### config.mk
export PLATFORM = sky130hd
export DESIGN_NAME = conway_vga_render
export DESIGN_NICKNAME = d
export VERILOG_FILES = /design/src/rtl/conway_vga_render.sv
export SDC_FILE = /design/constraint.sdc
export NUM_CORES = 2
export LEC_CHECK = 0
export CORE_AREA = 2 2 400 402
export CTS_BUF_LIST = sky130_fd_sc_hd__clkbuf_8 sky130_fd_sc_hd__clkbuf_16
export DETAILED_ROUTE_END_ITERATION = 8
export DIE_AREA = 0 0 402 404
export SYNTH_ARGS = -nofsm -noshare
export SYNTH_HDL_FRONTEND = slang
export SYNTH_SLANG_ARGS = --single-unit
### constraint.sdc
create_clock -name clk -period 4.5 [get_ports clk]
set_input_delay 1.125 -clock clk [delete_from_list [all_inputs] [get_ports clk]]
set_output_delay 1.125 -clock clk [all_outputs]
set_load 0.03 [all_outputs]
### src/rtl/conway_vga_render.sv
// conway_vga_render
// Display-side reader for the Game of Life grid. It generates VGA timing and
// takes one snapshot of the packed grid per frame during vertical blanking.
// Each cell is drawn as an 8x8 block inside a 256x256 window, and the block
// emits a generation strobe every FRAMES_PER_STEP frames.
// The line and frame geometry is parameterised. The defaults are standard
// 640x480@60 timing.
module conway_vga_render #(
    parameter int          FRAMES_PER_STEP = 30,
    parameter int          X_OFF           = 192,
    parameter int          Y_OFF           = 112,
    parameter logic [11:0] ALIVE_RGB       = 12'hFFF,
    parameter logic [11:0] DEAD_RGB        = 12'h000,
    parameter logic [11:0] BG_RGB          = 12'h008,
    parameter int          H_ACTIVE        = 640,
    parameter int          H_FP            = 16,
    parameter int          H_SYNC          = 96,
    parameter int          H_BP            = 48,
    parameter int          V_ACTIVE        = 480,
    parameter int          V_FP            = 10,
    parameter int          V_SYNC          = 2,
    parameter int          V_BP            = 33
) (
    input  logic          clk,
    input  logic          resetn,
    input  logic [1023:0] grid_pack,
    output logic          hsync_n,
    output logic          vsync_n,
    output logic          video_on,
    output logic [11:0]   rgb,
    output logic          step
);

    // Timing boundaries are held at 11 bits so that the window end can be
    // represented, even when it lies past the end of a line.
    localparam logic [10:0] L_H_ACT    = 11'(H_ACTIVE);
    localparam logic [10:0] L_H_SS     = 11'(H_ACTIVE + H_FP);
    localparam logic [10:0] L_H_SE     = 11'(H_ACTIVE + H_FP + H_SYNC);
    localparam logic [10:0] L_H_LAST   = 11'(H_ACTIVE + H_FP + H_SYNC + H_BP - 1);
    localparam logic [10:0] L_V_ACT    = 11'(V_ACTIVE);
    localparam logic [10:0] L_V_SS     = 11'(V_ACTIVE + V_FP);
    localparam logic [10:0] L_V_SE     = 11'(V_ACTIVE + V_FP + V_SYNC);
    localparam logic [10:0] L_V_LAST   = 11'(V_ACTIVE + V_FP + V_SYNC + V_BP - 1);
    localparam logic [10:0] L_X0       = 11'(X_OFF);
    localparam logic [10:0] L_X1       = 11'(X_OFF + 256);
    localparam logic [10:0] L_Y0       = 11'(Y_OFF);
    localparam logic [10:0] L_Y1       = 11'(Y_OFF + 256);
    localparam logic [9:0]  L_X0_10    = 10'(X_OFF);
    localparam logic [9:0]  L_Y0_10    = 10'(Y_OFF);
    localparam logic [7:0]  L_FPS_LAST = 8'(FRAMES_PER_STEP - 1);

    logic [9:0]    r_hcnt;
    logic [9:0]    r_vcnt;
    logic [7:0]    r_frame;
    logic [1023:0] r_snap;

    logic [10:0]   w_h;
    logic [10:0]   w_v;
    logic          w_h_last;
    logic          w_v_last;
    logic          w_active;
    logic          w_hsync_n;
    logic          w_vsync_n;
    logic          w_in_win;
    logic          w_capture;
    logic [4:0]    w_col;
    logic [4:0]    w_row;
    logic [9:0]    w_idx;
    logic          w_cell;
    logic [11:0]   w_rgb;

    assign w_h       = {1'b0, r_hcnt};
    assign w_v       = {1'b0, r_vcnt};
    assign w_h_last  = (w_h == L_H_LAST);
    assign w_v_last  = (w_v == L_V_LAST);
    assign w_active  = (w_h < L_H_ACT) && (w_v < L_V_ACT);
    assign w_hsync_n = !((w_h >= L_H_SS) && (w_h < L_H_SE));
    assign w_vsync_n = !((w_v >= L_V_SS) && (w_v < L_V_SE));
    assign w_in_win  = (w_h >= L_X0) && (w_h < L_X1) && (w_v >= L_Y0) && (w_v < L_Y1);

    // This is the first blanking line, so the snapshot load can never tear a
    // visible frame.
    assign w_capture = (r_hcnt == 10'd0) && (w_v == L_V_ACT);

    // Cell address. The screen row is flipped because grid row 0 is the bottom
    // of the board but is drawn last.
    assign w_col = 5'((r_hcnt - L_X0_10) >> 3);
    assign w_row = ~5'((r_vcnt - L_Y0_10) >> 3);
    assign w_idx = {w_row, w_col};
    assign w_cell = r_snap[w_idx];

    // Select the pixel colour: blank, background, or cell state.
    always_comb begin
        w_rgb = 12'h000;
        if (w_active) begin
            if (w_in_win) begin
                w_rgb = w_cell ? ALIVE_RGB : DEAD_RGB;
            end else begin
                w_rgb = BG_RGB;
            end
        end
    end

    // Raster position: hcnt wraps every line, and vcnt advances on each hcnt wrap.
    always_ff @(posedge clk or negedge resetn) begin
        if (!resetn) begin
            r_hcnt <= 10'd0;
            r_vcnt <= 10'd0;
        end else if (w_h_last) begin
            r_hcnt <= 10'd0;
            r_vcnt <= w_v_last ? 10'd0 : r_vcnt + 10'd1;
        end else begin
            r_hcnt <= r_hcnt + 10'd1;
        end
    end

    // Once per frame: take the grid snapshot and advance the generation cadence.
    always_ff @(posedge clk or negedge resetn) begin
        if (!resetn) begin
            r_snap  <= '0;
            r_frame <= 8'd0;
            step    <= 1'b0;
        end else begin
            step <= 1'b0;
            if (w_capture) begin
                r_snap <= grid_pack;
                if (r_frame == L_FPS_LAST) begin
                    r_frame <= 8'd0;
                    step    <= 1'b1;
                end else begin
                    r_frame <= r_frame + 8'd1;
                end
            end
        end
    end

    // Register the video outputs so they all lag the raster position by one clock.
    always_ff @(posedge clk or negedge resetn) begin
        if (!resetn) begin
            hsync_n  <= 1'b1;
            vsync_n  <= 1'b1;
            video_on <= 1'b0;
            rgb      <= 12'h000;
        end else begin
            hsync_n  <= w_hsync_n;
            vsync_n  <= w_vsync_n;
            video_on <= w_active;
            rgb      <= w_rgb;
        end
    end

endmodule

==> out/summary.md <==
The worst register-to-register path begins at r_hcnt[3]. After the first detailed-routing iteration, the DRC count stood at 3546. TritonCTS built the clock tree.

The internal portion of the total power is 16.3 mW. Subtracting the final worst setup slack from the clock period gives 3.86 ns. In the post-synthesis netlist, the cell with the most instances is sky130_fd_sc_hd__nand2_1. The number of antenna violations at the first check in global routing is 25. The share of synthesized cell area in full adder, half adder and majority cells came out at 0.00308. At the worst endpoint, the arrival time is 4.49 ns. STA puts the critical path data required time at 5.13 ns. The post-synth net total is 6282, and the fraction of synthesized cell area in xor and xnor cells is 0.00305. Before antenna repair, the detailed router went through 6 iterations. Entering global routing, the biggest net connects 249 pins. The overall fraction of global-route tracks in use is 0.238. In the synthesized netlist, the cells that appear most often are sky130_fd_sc_hd__nand2_1, sky130_fd_sc_hd__dfrtp_1, sky130_fd_sc_hd__mux4_2, sky130_fd_sc_hd__clkbuf_1, sky130_fd_sc_hd__buf_2. The multiplexer fraction of the synthesized cell area is 0.127.

Synthesis handed over a netlist of 5244 instances. The total of fill cells in the finished design was 15500; the number of synthesized register bits was 1058. The maximum vdd ir drop is 0.000309 V, and the post-synthesis simple-gate area fraction is 0.256. The multi-input combinational cells in the finished layout cover a total of 0.0205 mm². The library cell with the largest summed area after synthesis is sky130_fd_sc_hd__dfrtp_1. Detailed routing inserted a total of 40900 vias. STA classifies the critical path endpoint as a flip-flop. In this run the worst setup path begins at r_hcnt[3].

The via count of the first global-routing pass came out at 42500. The run gives 0.77 ns as the clock network latency to the later pin of the worst-skew pair. The leakage power figure is 27.3 nW. The category of the worst setup path launch point was a flip-flop. Relative to the synthesized area, the layout overhead comes to 34.2%. The run gives 0.162 mm² as the area enclosed by the die boundary. Port buffering added 1041 buffers.

The combinational power share was 0.058; the relative contribution of sequential cells to total power was 0.457. Buffers inserted to repair hold after CTS numbered 0. The mean instance size in the synthesized netlist is 9.30 µm², and the number of H-tree branching levels is 3. The total DRC errors in the routed layout is 0, and the logic depth of the worst register-to-register path is 10. Along the worst path, the maximum fanout reaches 76.

Ranked by total cell area, the synthesized netlist is headed by sky130_fd_sc_hd__dfrtp_1, sky130_fd_sc_hd__nand2_1, sky130_fd_sc_hd__mux4_2. Detailed placement finished with a half-perimeter wire length of 148 mm. The row count was 146; the switching power summed over all nets was 4.56 mW. In this run the deepest clock path goes through 3 buffers. From left edge to right edge, the die measures 402 µm. The sequential cells in the finished layout cover a total of 0.0265 mm². Clock network fraction of total power: 0.485. Highest-delay cell along the critical path: sky130_fd_sc_hd__dfrtp_4. The post-synthesis sequential area ratio came out at 0.543. The cell sitting at the root of the clock tree is a sky130_fd_sc_hd__clkbuf_16.

Compound-cell area share of the yosys netlist: 0.0291. The first global-routing pass estimated 284 mm of wire. Summed over all failing endpoints, the final setup total negative slack is 0 ns.

The period utilization is 0.858. The portion of synthesized cell area occupied by the leading cell type is 0.542, and the number of max-capacitance violations reported is 0. Based on the critical path, the design can be clocked at up to 259 MHz. The flow ran to the end, but the final reports show violations.

For the max-slew violation total from the final report, the log shows 43. The tools report the count of instances resized after the clock tree is built as 0. Between clock sinks in the finished design, the worst skew comes to 0.0411 ns.

The wire length per cell is 23.5 µm. Proportion of layout cells with a drive suffix above 1: 0.0896. The die extent in y was 404 µm; the clock slew seen by the registers of the worst setup and hold paths was 0.06 ns. The checks that failed: slew limit.

In this design, the stage delay of the slowest critical-path cell is 0.62 ns. Number of enable flip-flop cells after synthesis: 0. The logs give 0 for the final antenna-violating net count and -0.0209 for the tightest slew margin relative to the limit.

Proportion of register bits with asynchronous set or reset after synthesis: 1.00. The number of nets in the final layout is 7216. At the end of routability-driven placement, the weighted congestion stood at 0.898. Transition time at the pin with the least slew margin: 1.53 ns. The total power divided by cell area is 318 mW/mm².

In this run the worst hold path is classified as in2async. For the wire length reported by the detailed router, the log shows 196 mm. Most frequently used flop master after synthesis: sky130_fd_sc_hd__dfrtp_1. The count of final hold-check violations was 0.

The floorplan step defined a core boundary enclosing 0.158 mm². Summed over all layers, the global routing overflow is 0. Once the clock tree was built, the setup fixing pass inserted 0 buffers. Warning count from the yosys run: 0. The effective utilization at floorplan is 0.309. Setup repair after global routing left no endpoint under its margin.

The overall power was 20.8 mW; the clock sink total was 1058. The critical path goes through buf_12 -> buf_4 -> mux4_2 -> a221oi_1 -> a31oi_1 -> nor4_1 -> nand2_1 -> nand4b_1 -> a32oi_1 -> and2b_1. The switching part of the total is 0.219. By area, the combinational part of the netlist is dominated by simple AND/OR/NAND/NOR gates. The synthesized netlist occupies a cell area of 0.0488 mm².

Buffers inserted during clock tree synthesis total 117. The number of unique standard cell types used by synthesis was 67. Setup violations remaining at the end of the flow were counted as 0. In the routed layout, each cell is associated on average with a via count of 4.90. The critical path is of the reg2reg type. 1042 I/O pins were placed.
[state kept, by name (all words and copies together), names as in the netlist]
signal and count:
r_snap 1024, r_hcnt 10, r_vcnt 10, r_frame 8
rgb 2, hsync_n 1, step 1, video_on 1
vsync_n 1
[worst max-delay path: cells and delay by family (launching register included)]
kind / cells / cell delay (ns)
AOI/OAI and AO/OA: 3 / 0.57
buffers and inverters: 2 / 0.82
DFF: 1 / 0.62
muxes: 1 / 0.56
and+or+nand+nor: 4 / 1.10
[layout make-up]
| cell class | instances | area share |
|---|---|---|
| multi-input cells | 3830 | 0.313 |
| inverters | 15 | 0.000898 |
| well taps | 2072 | 0.0396 |
| repair buffers | 1156 | 0.179 |
| flip-flops and latches | 1058 | 0.405 |
| clock inverters | 71 | 0.0119 |
| diodes | 4 | 0.000153 |
| clock buffers | 144 | 0.0504 |
[metrics by stage]
step | worst slack, ns | instance area (µm²) | hold slack (ns) | instances | utilization
CTS | 0.507 | 65400 | 0.399 | 8346 | 0.415
detailed placement | 0.492 | 61400 | 0.447 | 8131 | 0.389
finish | 0.641 | 65500 | 0.396 | 8350 | 0.415
global placement | 0.571 | 61400 | 0.443 | 8131 | 0.389
global route | 0.259 | 65500 | 0.396 | 8348 | 0.415
floorplan | 1.29 | 48800 | 0.430 | 5244 | -
[final timing paths]
check,end,slack [ns]
worst max-delay path,rgb[10],0.64
worst min-delay path,r_snap[676],0.40
worst max register to register,rgb[10],0.64
worst min register to register,r_snap[1017],0.46
max in group asynchronous,r_snap[538],2.95
min in group clk,r_snap[1017],0.46
[cell usage in the layout, fill, tap and decap left out, types with 31 or more instances in the layout]
master	instances
sky130_fd_sc_hd__a21oi_1	31
sky130_fd_sc_hd__buf_12	36
sky130_fd_sc_hd__buf_4	79
sky130_fd_sc_hd__clkbuf_16	117
sky130_fd_sc_hd__clkdlybuf4s50_1	1040
sky130_fd_sc_hd__dfrtp_1	1051
sky130_fd_sc_hd__mux2i_1	100
sky130_fd_sc_hd__mux4_2	219
sky130_fd_sc_hd__nand2_1	3131
sky130_fd_sc_hd__nor2_1	33
sky130_fd_sc_hd__o221ai_1	35
[layer usage]
layer  up-vias  GRT usage  share of wire  wire length, µm
met1     20400      0.313           0.42            83000
met3       335     0.0398          0.058            11400
met2      1456      0.390           0.47            92700
met5         -          0        0.00064              125
met4        16     0.0971          0.044             8660
li1      18800          -              -                -
[kinds of logic (layout without fill, tap and decap cells)]
family	Yosys count	in the layout
compound gates	199	199
buf+inv	356	1386
mux	332	332
fa+ha+maj	12	12
xor+xnor	17	17
simple gates	3270	3270
flops	1058	1058
other cells	0	4
[power by group through the flow]
stage	clock network (mW)	registers, mW	logic (mW)
floorplan	0	9.69	0.0101
global placement	0	9.69	1.21
detailed placement	0	9.69	1.21
CTS	10.3	9.51	1.22
global route	10.7	9.51	1.28
finish	10.1	9.51	1.20
(Power assumes the default switching activity.)
